## config.mk

```make
export PLATFORM = sky130hd
export DESIGN_NAME = elevator_call_scheduler
export DESIGN_NICKNAME = d
export VERILOG_FILES = /design/src/rtl/elevator_call_scheduler.sv
export SDC_FILE = /design/constraint.sdc
export NUM_CORES = 1
export LEC_CHECK = 0
export BUFFER_PORTS_ARGS = -buffer_cell sky130_fd_sc_hd__clkbuf_2
export CORE_UTILIZATION = 50
export DETAILED_ROUTE_END_ITERATION = 6
export PLACE_DENSITY = 0.72
export SYNTH_ARGS = -nofsm -noshare
export SYNTH_HDL_FRONTEND = slang
export SYNTH_SLANG_ARGS = --single-unit
```

## constraint.sdc

```tcl
create_clock -name clk -period 2.2 [get_ports clk]
set_input_delay 0.33 -clock clk [delete_from_list [all_inputs] [get_ports clk]]
set_output_delay 0.33 -clock clk [all_outputs]
set_load 0.05 [all_outputs]
```

## src/rtl/elevator_call_scheduler.sv

```systemverilog
`default_nettype none
// ============================================================================
// Module   : elevator_call_scheduler
// Brief    : SCAN call scheduler for a 4-floor car: latches button calls and
//            presents the next target floor, with a door-dwell between stops.
//            Optional CALL_SYNC_EN adds a 2-flop synchronizer on call_btn.
// Revision : 1.0 - initial release
// ============================================================================
module elevator_call_scheduler #(
  parameter int DWELL_CYCLES = 8,
  parameter int DWELL_W      = 4
) (
  input  logic       clk,
  input  logic       reset,
  input  logic       enable,
  input  logic [3:0] call_btn,
  input  logic [1:0] floor_status,
  output logic [1:0] calling_status,
  output logic [3:0] pending,
  output logic       dir_up,
  output logic       busy,
  output logic       door_hold
);

  typedef enum logic [1:0] {
    ST_IDLE   = 2'd0,
    ST_MOVING = 2'd1,
    ST_DWELL  = 2'd2
  } state_t;

  localparam logic [DWELL_W-1:0] DWELL_LOAD = DWELL_W'(DWELL_CYCLES - 1);

  state_t             state_q, state_d;
  logic [1:0]         target_q, target_d;
  logic [3:0]         pend_q, pend_d;
  logic               dir_q, dir_d;
  logic [DWELL_W-1:0] cnt_q, cnt_d;
  logic [3:0]         btn_q, btn_src, rise, set_mask, clr_mask;
  logic [1:0]         sel_tgt, btw_floor;
  logic               sel_dir, btw_hit;

`ifdef CALL_SYNC_EN
  logic [3:0] sync1_q, sync2_q;
  always_ff @(posedge clk) begin
    if (reset) begin
      sync1_q <= '0;
      sync2_q <= '0;
    end else begin
      sync1_q <= call_btn;
      sync2_q <= sync1_q;
    end
  end
  assign btn_src = sync2_q;
`else
  assign btn_src = call_btn;
`endif

  assign rise     = btn_src & ~btn_q;
  // The door is already open at the current floor, so a press there is moot.
  assign set_mask = rise & ~((state_q == ST_DWELL) ? (4'b0001 << floor_status) : 4'b0000);

  // Returns {new_dir_up, target}: current floor first, then continue the
  // scan direction, reversing only when nothing lies ahead.
  function automatic logic [2:0] sel(input logic [1:0] f, input logic up, input logic [3:0] p);
    logic [1:0] above, below, tgt;
    logic       has_above, has_below, nd;
    above = '0; below = '0; has_above = 1'b0; has_below = 1'b0;
    for (int i = 3; i >= 0; i--)
      if (p[i] && (i > int'(f))) begin above = 2'(i); has_above = 1'b1; end
    for (int i = 0; i < 4; i++)
      if (p[i] && (i < int'(f))) begin below = 2'(i); has_below = 1'b1; end
    if (p[f])    tgt = f;
    else if (up) tgt = has_above ? above : below;
    else         tgt = has_below ? below : above;
    nd = (tgt == f) ? up : (tgt > f);
    return {nd, tgt};
  endfunction

  assign {sel_dir, sel_tgt} = sel(floor_status, dir_q, pend_q);

  always_comb begin
    btw_hit   = 1'b0;
    btw_floor = target_q;
    if (target_q > floor_status) begin
      for (int i = 3; i >= 0; i--)
        if (pend_q[i] && (i > int'(floor_status)) && (i < int'(target_q))) begin
          btw_floor = 2'(i);
          btw_hit   = 1'b1;
        end
    end else begin
      for (int i = 0; i < 4; i++)
        if (pend_q[i] && (i < int'(floor_status)) && (i > int'(target_q))) begin
          btw_floor = 2'(i);
          btw_hit   = 1'b1;
        end
    end
  end

  always_comb begin
    state_d  = state_q;
    target_d = target_q;
    dir_d    = dir_q;
    cnt_d    = cnt_q;
    clr_mask = '0;
    if (enable) begin
      case (state_q)
        ST_IDLE: begin
          if (|pend_q) begin
            target_d = sel_tgt;
            dir_d    = sel_dir;
            state_d  = ST_MOVING;
          end
        end
        ST_MOVING: begin
          if (floor_status == target_q) begin
            clr_mask = 4'b0001 << target_q;
            cnt_d    = DWELL_LOAD;
            state_d  = ST_DWELL;
          end else if (btw_hit) begin
            target_d = btw_floor;
            dir_d    = (btw_floor > floor_status);
          end
        end
        ST_DWELL: begin
          if (cnt_q == '0) begin
            if (|pend_q) begin
              target_d = sel_tgt;
              dir_d    = sel_dir;
              state_d  = ST_MOVING;
            end else begin
              state_d  = ST_IDLE;
            end
          end else begin
            cnt_d = cnt_q - DWELL_W'(1);
          end
        end
        default: state_d = ST_IDLE;
      endcase
    end
    // Arrival clear outranks a same-cycle press of that floor.
    pend_d = (pend_q | set_mask) & ~clr_mask;
  end

  always_ff @(posedge clk) begin
    // Edge history keeps tracking through reset so a press held across reset
    // is not mistaken for a new call.
    btn_q <= btn_src;
    if (reset) begin
      state_q  <= ST_IDLE;
      target_q <= '0;
      pend_q   <= '0;
      dir_q    <= 1'b1;
      cnt_q    <= '0;
    end else begin
      state_q  <= state_d;
      target_q <= target_d;
      pend_q   <= pend_d;
      dir_q    <= dir_d;
      cnt_q    <= cnt_d;
    end
  end

  assign calling_status = target_q;
  assign pending        = pend_q;
  assign dir_up         = dir_q;
  assign busy           = (state_q != ST_IDLE);
  assign door_hold      = (state_q == ST_DWELL);

endmodule
`default_nettype wire
```

==> qor.csv, run 1 <==
metric;value;unit
drc;0;
grt_overflow;0;
cp_common_cell;a21oi_2;
drt_pre_antenna_iters;4;
crit_path_start;calling_status[1]$_SDFFE_PP0P_;
post-route-period-util;94.3;%
clkPwrFrac;18.6;%
synthToLayoutAreaGrowth;23.9;%
power_switching;341;uW
worstPathRequired;2.39;ns
via_count;1238;
crit_path_end_kind;register;
status;finished, final reports clean;
track_usage;25.7;%
yosysWarnings;0;
ys_async_sr_fraction;0;%
nFillCells;203;
slew_violations;0;
clockRootBuffer;clkbuf_4;
swShare;38.0;%
max-vdd-ir-drop;0.000617;V
numCtsBuffers;3;
fp.dieW;51.5;um
gp_congestion;0.808;
crit_buf_inv;0;
hold_buffers;0;
min_from;call_btn[1];
start_util;54.3;%
layout_common_cells;clkbuf_2 (17), buf_4 (16), inv_1 (12), dfxtp_1 (12);
max_freq;0.482;GHz
final_util;67.3;%
synth_top_flop_cell;dfxtp_1;
clock_path_buffers;2;
internal-power;556;uW
fin_cells;208;
grt_pass1_vias;1137;
path_cells;ha_4, nor2b_4, o21ai_4, a31oi_2, a21oi_2, ha_1, a21oi_2, a211oi_2, a21oi_1, and3_1, o21ai_1;
seqPwrFrac;39.9;%
fin_ws;0.125;ns
antenna_found_initial;0;
synth-edff-count;0;
hp-class;input port to register;
cp_top_family;compound AO/OA/AOI/OAI gates;
worstSetupPathType;register to register;
cp_slowest_cell;dfxtp_2;
core_area;2250;um2
path_clk_slew;0.10;ns
register_area;349;um2
num_antenna_cells;0;
syn_inst;152;
ioPinCount;18;
reg2reg_slack;0.13;ns
htreeDepth;1;
cts_tree;yes;
fp.dieH;51.5;um
p_leak;0.000617;uW
dieArea;2650;um2
multi_input_area;843;um2
dp.cells;203;
netlist_area;1220;um2
nNetsFinal;197;
insertion_delay;0.29;ns
ys_seq_area_share;27.8;%
dp_hpwl;2390;um
maxCapViolCount;0;
period_needed;2.07;ns
num_rows;17;
critPathMaxStageDelay;0.35;ns
final_common_cell;clkbuf_2;
synth_cell_type_count;45;
hold_violations;0;
combPwrFrac;41.6;%
setup_viol;0;
synth_nets;168;
cp_max_fo;4;
syn-mean-instance-area;8.05;um2
ys_ff_latch;17;
avgViaCountPerCell;5.95;
drtIter0Drc;54;
critPathLaunchType;register;
cp.arrival;2.26;ns
place_ws;-0.106;ns
routedWlPerCell;15.2;um
clock_skew;0.00903;ns
grt_max_degree;14;
drive_above_1_share;39.4;%
relSlewSlack;66.5;%
timing.rr.start;calling_status[1]$_SDFFE_PP0P_;
wirelength;3170;um
hold-worst-slack;0.144;ns
cts_sinks;17;
p_per_area;591;nW/um2
io_buffers;17;
grt_pass1_wl;5050;um
ant_nets;0;
tightest_slew;0.498;ns
power groups by stage:
stage	sequential (uW)	combinational (uW)	clock, uW
floorplan	398	218	0
global placement	363	335	0
detailed placement	364	345	0
CTS	357	346	171
global route	361	406	186
finish	358	373	166
final timing paths:
| path | to | cells past startpoint |
|---|---|---|
| max | dir_up$_SDFFE_PP1P_ | 11 |
| min | btn_q[1]$_DFF_P_ | 1 |
| max reg2reg | dir_up$_SDFFE_PP1P_ | 11 |
| min reg2reg | cnt_q[1]$_SDFFE_PP0P_ | 2 |
kinds of logic after synthesis:
| family | count (synthesis) | share of synthesized area, % |
|---|---|---|
| compound gates | 47 | 25.6 |
| xor+xnor | 2 | 1.43 |
| fa+ha+maj | 7 | 7.16 |
| buf+inv | 24 | 10.4 |
| flops | 17 | 27.8 |
| mux | 5 | 4.50 |
| simple gates | 50 | 23.1 |
per-layer routing:
metal / vias to the layer above / track usage (%) / share of wire [%]
li1: 598 / - / -
met5: - / 0 / 0
met2: 63 / 41.3 / 46
met4: 0 / 4.50 / 0.47
met1: 575 / 34.3 / 46
met3: 2 / 7.14 / 7.8
flip-flops by register name, summed over array words and instances, names as in the netlist:
name / cells
btn_q: 4
calling_status: 2
cnt_q: 4
dir_up: 1
pending: 4
state_q: 2
layout make-up:
cell class | count | share of cell area, %
Tap cell | 28 | 2.31
Sequential cell | 17 | 23.0
Clock inverter | 1 | 0.330
Inverter | 15 | 3.71
Multi-Input combinational cell | 111 | 55.6
Timing Repair Buffer | 33 | 13.5
Clock buffer | 3 | 1.49
Yosys cell counts, drive strengths merged (2+ instances only):
master  count  share of area, %
a211oi      7               4.7
a21boi      2               1.2
a21oi      13               5.3
a311oi      2               1.4
a31oi       8               4.1
buf         9               5.8
dfxtp      17                28
ha          7               7.2
inv        15               4.6
mux2i       4               3.6
nand2       8               2.5
nand2b      9               5.4
nand3       4               1.6
nor2       11               3.6
nor2b       3               1.7
nor3        5               2.0
o21ai       9               4.6
or3         3               1.7
xnor2       2               1.4
repair_timing:
item	CTS	global route
resized for setup	0	10
setup buffers	0	1
setup endpoints to repair	0	1
per-stage QoR:
stage          instance area [um2]  setup TNS [ns]  total power (uW)
6_report                      1520               0               897
5_1_grt                       1520         -0.0188               952
4_1_cts                       1470               0               874
3_5_place_dp                  1450          -0.106               709
3_3_place_gp                  1450         -0.0655               697
2_1_floorplan                 1290         -0.0395               616
Note: power is estimated with default switching activity, not from simulation.
==> run 2, diff against run 1 <==
--- a/config.mk
+++ b/config.mk
@@ -7,7 +7,9 @@
 export LEC_CHECK = 0
 export BUFFER_PORTS_ARGS = -buffer_cell sky130_fd_sc_hd__clkbuf_2
-export CORE_UTILIZATION = 50
+export CELL_PAD_IN_SITES_DETAIL_PLACEMENT = 1
+export CELL_PAD_IN_SITES_GLOBAL_PLACEMENT = 2
+export CORE_UTILIZATION = 30
 export DETAILED_ROUTE_END_ITERATION = 6
-export PLACE_DENSITY = 0.72
+export PLACE_DENSITY = 0.73
 export SYNTH_ARGS = -nofsm -noshare
 export SYNTH_HDL_FRONTEND = slang
==> constraint.sdc (replaced) <==
create_clock -name clk -period 2.2 [get_ports clk]
set_input_delay 0.11 -clock clk [delete_from_list [all_inputs] [get_ports clk]]
set_output_delay 0.11 -clock clk [all_outputs]
set_load 0.05 [all_outputs]
==> qor.csv, run 2 (same netlist as run 1, synthesis figures left out) <==
metric;value;unit;change
timing.rr.start;calling_status[1]$_SDFFE_PP0P_;;
setup_viol;0;;unchanged
maxCapViolCount;0;;unchanged
num_antenna_cells;0;;unchanged
hp-class;input port to register;;
cp_top_family;compound AO/OA/AOI/OAI gates;;
avgViaCountPerCell;5.30;;-11%
drc;0;;unchanged
finalInstanceArea;1570;um2;+3.5%
critPathMaxStageDelay;0.36;ns;about the same
start_util;32.2;%;-22 points
numCtsBuffers;3;;unchanged
min_from;enable;;
track_usage;18.5;%;-7.2 points
max_freq;0.464;GHz;-3.7%
grt_pass1_vias;1224;;+7.7%
htreeDepth;1;;unchanged
io_buffers;17;;unchanged
path_clk_slew;0.07;ns;-0.03 ns
core_area;3800;um2;+68%
clock_path_buffers;2;;unchanged
cts_sinks;17;;unchanged
dp.cells;218;;+7.4%
gp_congestion;0.784;;-3.1%
drt_pre_antenna_iters;4;;unchanged
num_rows;22;;+5
synthToLayoutAreaGrowth;28.2;%;
period_needed;2.15;ns;+0.0796 ns
relSlewSlack;73.1;%;+6.6 points
fp.dieH;65.9;um;+28%
p_per_area;612;nW/um2;+3.4%
cp_slowest_cell;dfxtp_4;;
post-route-period-util;97.9;%;+3.6 points
critPathLaunchType;register;;
cts_tree;yes;;
fin_cells;229;;+10%
tightest_slew;0.400;ns;-0.0984 ns
p_leak;0.000614;uW;-0.43%
slew_violations;0;;unchanged
status;finished, final reports clean;;
cp_max_fo;4;;unchanged
layout_common_cells;clkbuf_2 (17), buf_4 (13), inv_1 (11);;
clockRootBuffer;clkbuf_8;;
ant_nets;0;;unchanged
crit_path_end_kind;register;;
final_common_cell;clkbuf_2;;
grt_max_degree;14;;unchanged
fp.dieW;65.9;um;+28%
dieArea;4340;um2;+64%
dpl-instance-area;1390;um2;-3.8%
routedWlPerCell;15.9;um;+4.0%
crit_path_start;calling_status[1]$_SDFFE_PP0P_;;
worstPathRequired;2.35;ns;-0.04 ns
nNetsFinal;198;;+0.51%
path_cells;ha_4, nor2b_1, o21ai_2, a31oi_1, a21oi_2, ha_4, a21oi_2, a211oi_2, a21oi_1, and3_1, o21ai_1;;
rsz0062_at_grt;yes;;
cp.arrival;2.30;ns;+0.04 ns
worstSetupPathType;register to register;;
drive_above_1_share;38.1;%;-1.3 points
via_count;1214;;-1.9%
grt_overflow;0;;unchanged
dp_hpwl;2690;um;+13%
ioPinCount;18;;unchanged
grt_pass1_wl;5980;um;+18%
clock_skew;0.00272;ns;-0.00631 ns
hold_violations;0;;unchanged
antenna_found_initial;0;;unchanged
wirelength;3630;um;+15%
crit_buf_inv;0;;unchanged
tns;0;ns;unchanged
insertion_delay;0.26;ns;-0.03 ns
max-vdd-ir-drop;0.000393;V;-36%
drtIter0Drc;40;;-26%
-- run 2: changes by cell type in the layout (fill, tap and decap cells not counted), sizes merged --
cell,before,now
clkinv,1,0
dlygate4sd3,0,4
buf,16,13
clkbuf,20,21
-- run 2: cell type report --
type,count,area [um2]
fill,449,2230
multi-input combinational,111,826
sequential,17,359
clock buffer,4,45.0
inverter,15,56.3
timing repair buffer,34,223
tap,48,60.1
-- run 2: worst reg2reg max path: stages, from the launching register on --
cell,delay (ns)
dfxtp_4,0.36
ha_4,0.21
nor2b_1,0.15
o21ai_2,0.22
a31oi_1,0.14
a21oi_2,0.20
ha_4,0.24
a21oi_2,0.14
a211oi_2,0.05
a21oi_1,0.12
and3_1,0.17
o21ai_1,0.06
-- run 2: metrics by stage --
stage                     hold WS (ns)  power (uW)  worst slack (ns)  util (%)
after global placement           0.229         672            0.0359      36.6
after floorplan                  0.138         594           0.00189         -
after detailed placement         0.238         680           -0.0221      36.6
after CTS                        0.176         950            0.0236      40.1
after global routing             0.223        1020           -0.0714      41.3
final                            0.171         960            0.0457      41.3
-- run 2: path summary, 6_finish.rpt --
path	endpoint	slack, ns	depth (start not counted)
setup / recovery	dir_up$_SDFFE_PP1P_	0.05	11
hold reg to reg	cnt_q[1]$_SDFFE_PP0P_	0.50	2
setup reg to reg	dir_up$_SDFFE_PP1P_	0.05	11
hold / removal	state_q[0]$_SDFFE_PP0P_	0.17	3
-- run 2: power by group --
part | switching, uW | internal [uW] | total (uW)
Combinational | 211 | 152 | 363
Clock | 108 | 129 | 237
Sequential | 28.8 | 331 | 360
-- run 2: per-layer routing --
metal  track usage, %  wire length, um  vias up
met3             4.14              128        8
met4             5.16               61        0
met2             30.0             1680       24
met5                0                0        -
li1                 -                -      608
met1             24.2             1770      574
-- run 2: timing repair --
item,in CTS,in global routing
resized for setup,4,12
setup buffers,3,0
hold buffers,4,0
endpoints found under the hold margin,4,0
setup endpoints to repair,1,1
gates cloned,0,0
pin swaps,3,4
==> run 3, diff against run 2 <==
- ABC_AREA: not set -> 1
- BUFFER_PORTS_ARGS: -buffer_cell sky130_fd_sc_hd__clkbuf_2 -> not set
- DONT_BUFFER_PORTS: not set -> 1
- PLACE_DENSITY: 0.73 -> 0.72
- REMOVE_ABC_BUFFERS: not set -> 1
==> qor.csv, run 3 <==
metric;value;unit;change
status;finished, final reports clean;;
place_ws;0.201;ns;+0.223 ns
numCtsBuffers;3;;unchanged
cp_max_fo;4;;unchanged
crit_path_end;dir_up$_SDFFE_PP1P_;;
drtIter0Drc;26;;-35%
relSlewSlack;72.2;%;-0.96 points
critPathMaxStageDelay;0.34;ns;-0.02 ns
cp.arrival;2.18;ns;-0.12 ns
power_switching;461;uW;+33%
syn_inst;200;;+32%
clock_path_buffers;2;;unchanged
drc;0;;unchanged
hold_violations;0;;unchanged
max_freq;0.507;GHz;+9.3%
post-route-period-util;89.6;%;-8.3 points
path_clk_slew;0.09;ns;+0.02 ns
critPathLaunchType;register;;
seqPwrFrac;34.1;%;-3.4 points
dp_hpwl;3090;um;+15%
yosysTopAreaCell;dfxtp_1;;
gp_congestion;0.810;;+3.4%
num_antenna_cells;0;;unchanged
post_cts_buffers;0;;-3
fp.dieH;67.3;um;+2.2%
fin_cells;265;;+16%
routedWlPerCell;14.2;um;-10%
rsz0062_at_grt;no;;
ioPinCount;18;;unchanged
ys_async_sr_fraction;0;%;unchanged
ant_nets;0;;unchanged
crit_path_end_kind;register;;
nNetsFinal;232;;+17%
synth-edff-count;0;;unchanged
maxCapViolCount;0;;unchanged
max-vdd-ir-drop;0.000311;V;-21%
grt_max_degree;12;;-2
combPwrFrac;41.3;%;+3.4 points
core_area;4060;um2;+6.8%
grt_overflow;0;;unchanged
crit_path_start;calling_status[0]$_SDFFE_PP0P_;;
ys_seq_area_share;26.6;%;-1.2 points
final_common_cell;nand2_1;;
timing.rr.start;calling_status[0]$_SDFFE_PP0P_;;
hold-worst-slack;0.0617;ns;-0.109 ns
synth_most_common_cell;nand2_1;;
track_usage;19.4;%;+0.91 points
p_leak;0.000758;uW;+23%
worstSetupPathType;register to register;;
path_cells;inv_1, ha_1, nand2_1, inv_1, a21oi_2, nand3_1, nand2_1, ha_1, a21oi_1, o21ai_0, o31ai_1, nand4_1, nand3_1;;
grt_pass1_wl;6580;um;+10%
fin_ws;0.229;ns;+0.183 ns
cp_slowest_cell;dfxtp_1;;
drive_above_1_share;14.9;%;-23 points
start_util;31.5;%;-0.70 points
clockRootBuffer;clkbuf_8;;
ys_top_cells_by_count;nand2_1 (60), inv_1 (30), dfxtp_1 (17), nor2_1 (17), nand3_1 (13);;
avgViaCountPerCell;4.97;;-6.3%
layout_common_cells;nand2_1 (60), inv_1 (30), nor2_1 (17);;
clock_skew;0.00923;ns;+0.00651 ns
synthToLayoutAreaGrowth;17.2;%;
antenna_found_initial;0;;unchanged
finalInstanceArea;1500;um2;-4.5%
synth_area_leaders;dfxtp_1 (27%), nand2_1 (18%), inv_1 (8.8%), ha_1 (6.8%), nand3_1 (5.1%);;
yosys.area.top_type_share;26.6;%;-1.2 points
final_util;36.9;%;-4.4 points
grt_pass1_vias;1367;;+12%
setup_viol;0;;unchanged
period_needed;1.97;ns;-0.183 ns
swShare;43.5;%;+7.2 points
ys_ff_latch;17;;unchanged
drt_pre_antenna_iters;4;;unchanged
cts_tree;yes;;
synth_cell_type_count;27;;-40%
dieArea;4530;um2;+4.4%
r2r_end;dir_up$_SDFFE_PP1P_;;
yosysWarnings;0;;unchanged
worstPathRequired;2.41;ns;+0.06 ns
via_count;1317;;+8.5%
tightest_slew;0.417;ns;+0.0171 ns
io_buffers;0;;-17
htreeDepth;1;;unchanged
dp.cells;256;;+17%
slew_violations;0;;unchanged
netlist_area;1280;um2;+4.5%
fp.dieW;67.3;um;+2.2%
reg2reg_slack;0.23;ns;+0.18 ns
reg2regPathDepth;13;;+2
hp-class;input port to register;;
cts_sinks;17;;unchanged
p_per_area;708;nW/um2;+16%
wirelength;3770;um;+3.9%
syn-mean-instance-area;6.39;um2;-21%
internal-power;599;uW;-2.0%
insertion_delay;0.27;ns;about the same
dpl-instance-area;1400;um2;+0.36%
synth_top_flop_cell;dfxtp_1;;
num_rows;23;;+4.5%
clkPwrFrac;24.6;%;about the same
-- run 3: cell count changes after synthesis, sizes merged, moves of 4 or more --
cell / delta
nand3: +10
a21oi: -5
nand2b: -9
nor2: +8
inv: +17
mux2i: -4
nand2: +58
buf: -6
a211oi: -6
-- run 3: worst max-delay path, delay by kind of cell (launching register included) --
kind | cells | cell delay (ns)
compound gates | 4 | 0.42
buf+inv | 2 | 0.19
fa+ha+maj | 2 | 0.50
simple gates | 5 | 0.45
flops | 1 | 0.34
-- run 3: area by class of cell --
type	instances	area [um2]
fillers	553	2560
well taps	50	62.6
clock inverters	1	7.51
flip-flops and latches	17	342
repair buffers	14	118
inverters	33	136
multi-input cells	147	792
clock buffers	3	41.3
-- run 3: power by group through the flow --
stage                     sequential (uW)  clock, uW  combinational, uW
after floorplan                       420          0                274
after global placement                367          0                423
after detailed placement              369          0                432
after CTS                             362        268                443
after global routing                  366        285                496
final                                 361        261                438
-- run 3: cell families (layout without fill, tap and decap cells) --
group / Yosys count / in the layout / share of synthesized area (%)
flops: 17 / 17 / 26.6
buf+inv: 36 / 51 / 11.7
compound gates: 27 / 27 / 12.9
fa+ha+maj: 7 / 7 / 6.85
simple gates: 113 / 113 / 41.9
-- run 3: metal layers --
metal	vias up	GRT usage [%]	part of all wire [%]
li1	674	-	-
met1	622	25.3	49
met2	17	33.1	48
met3	4	3.89	2.8
met4	0	2.93	0.56
met5	-	0	0
-- run 3: worst min-delay path by stage --
stage / startpoint / to / slack, ns / depth (start not counted)
2_1_floorplan: call_btn[0] / btn_q[0]$_DFF_P_ / 0.14 / 0
3_3_place_gp: call_btn[2] / btn_q[2]$_DFF_P_ / 0.14 / 0
3_5_place_dp: call_btn[0] / btn_q[0]$_DFF_P_ / 0.14 / 0
4_1_cts: reset / dir_up$_SDFFE_PP1P_ / 0.07 / 2
5_1_grt: call_btn[3] / pending[3]$_SDFF_PP0_ / 0.08 / 2
6_report: reset / dir_up$_SDFFE_PP1P_ / 0.06 / 2
-- run 3: metrics by stage --
step / TNS (ns) / total power, uW
2_1_floorplan: -0.143 / 694
3_3_place_gp: 0 / 790
3_5_place_dp: 0 / 801
4_1_cts: 0 / 1070
5_1_grt: 0 / 1150
6_report: 0 / 1060
-- run 3: repair_timing --
| action | CTS | global route |
|---|---|---|
| endpoints found under the setup margin | 0 | 1 |
| resized for setup | 0 | 2 |
| hold buffers | 5 | 0 |
| hold endpoints to repair | 12 | 0 |
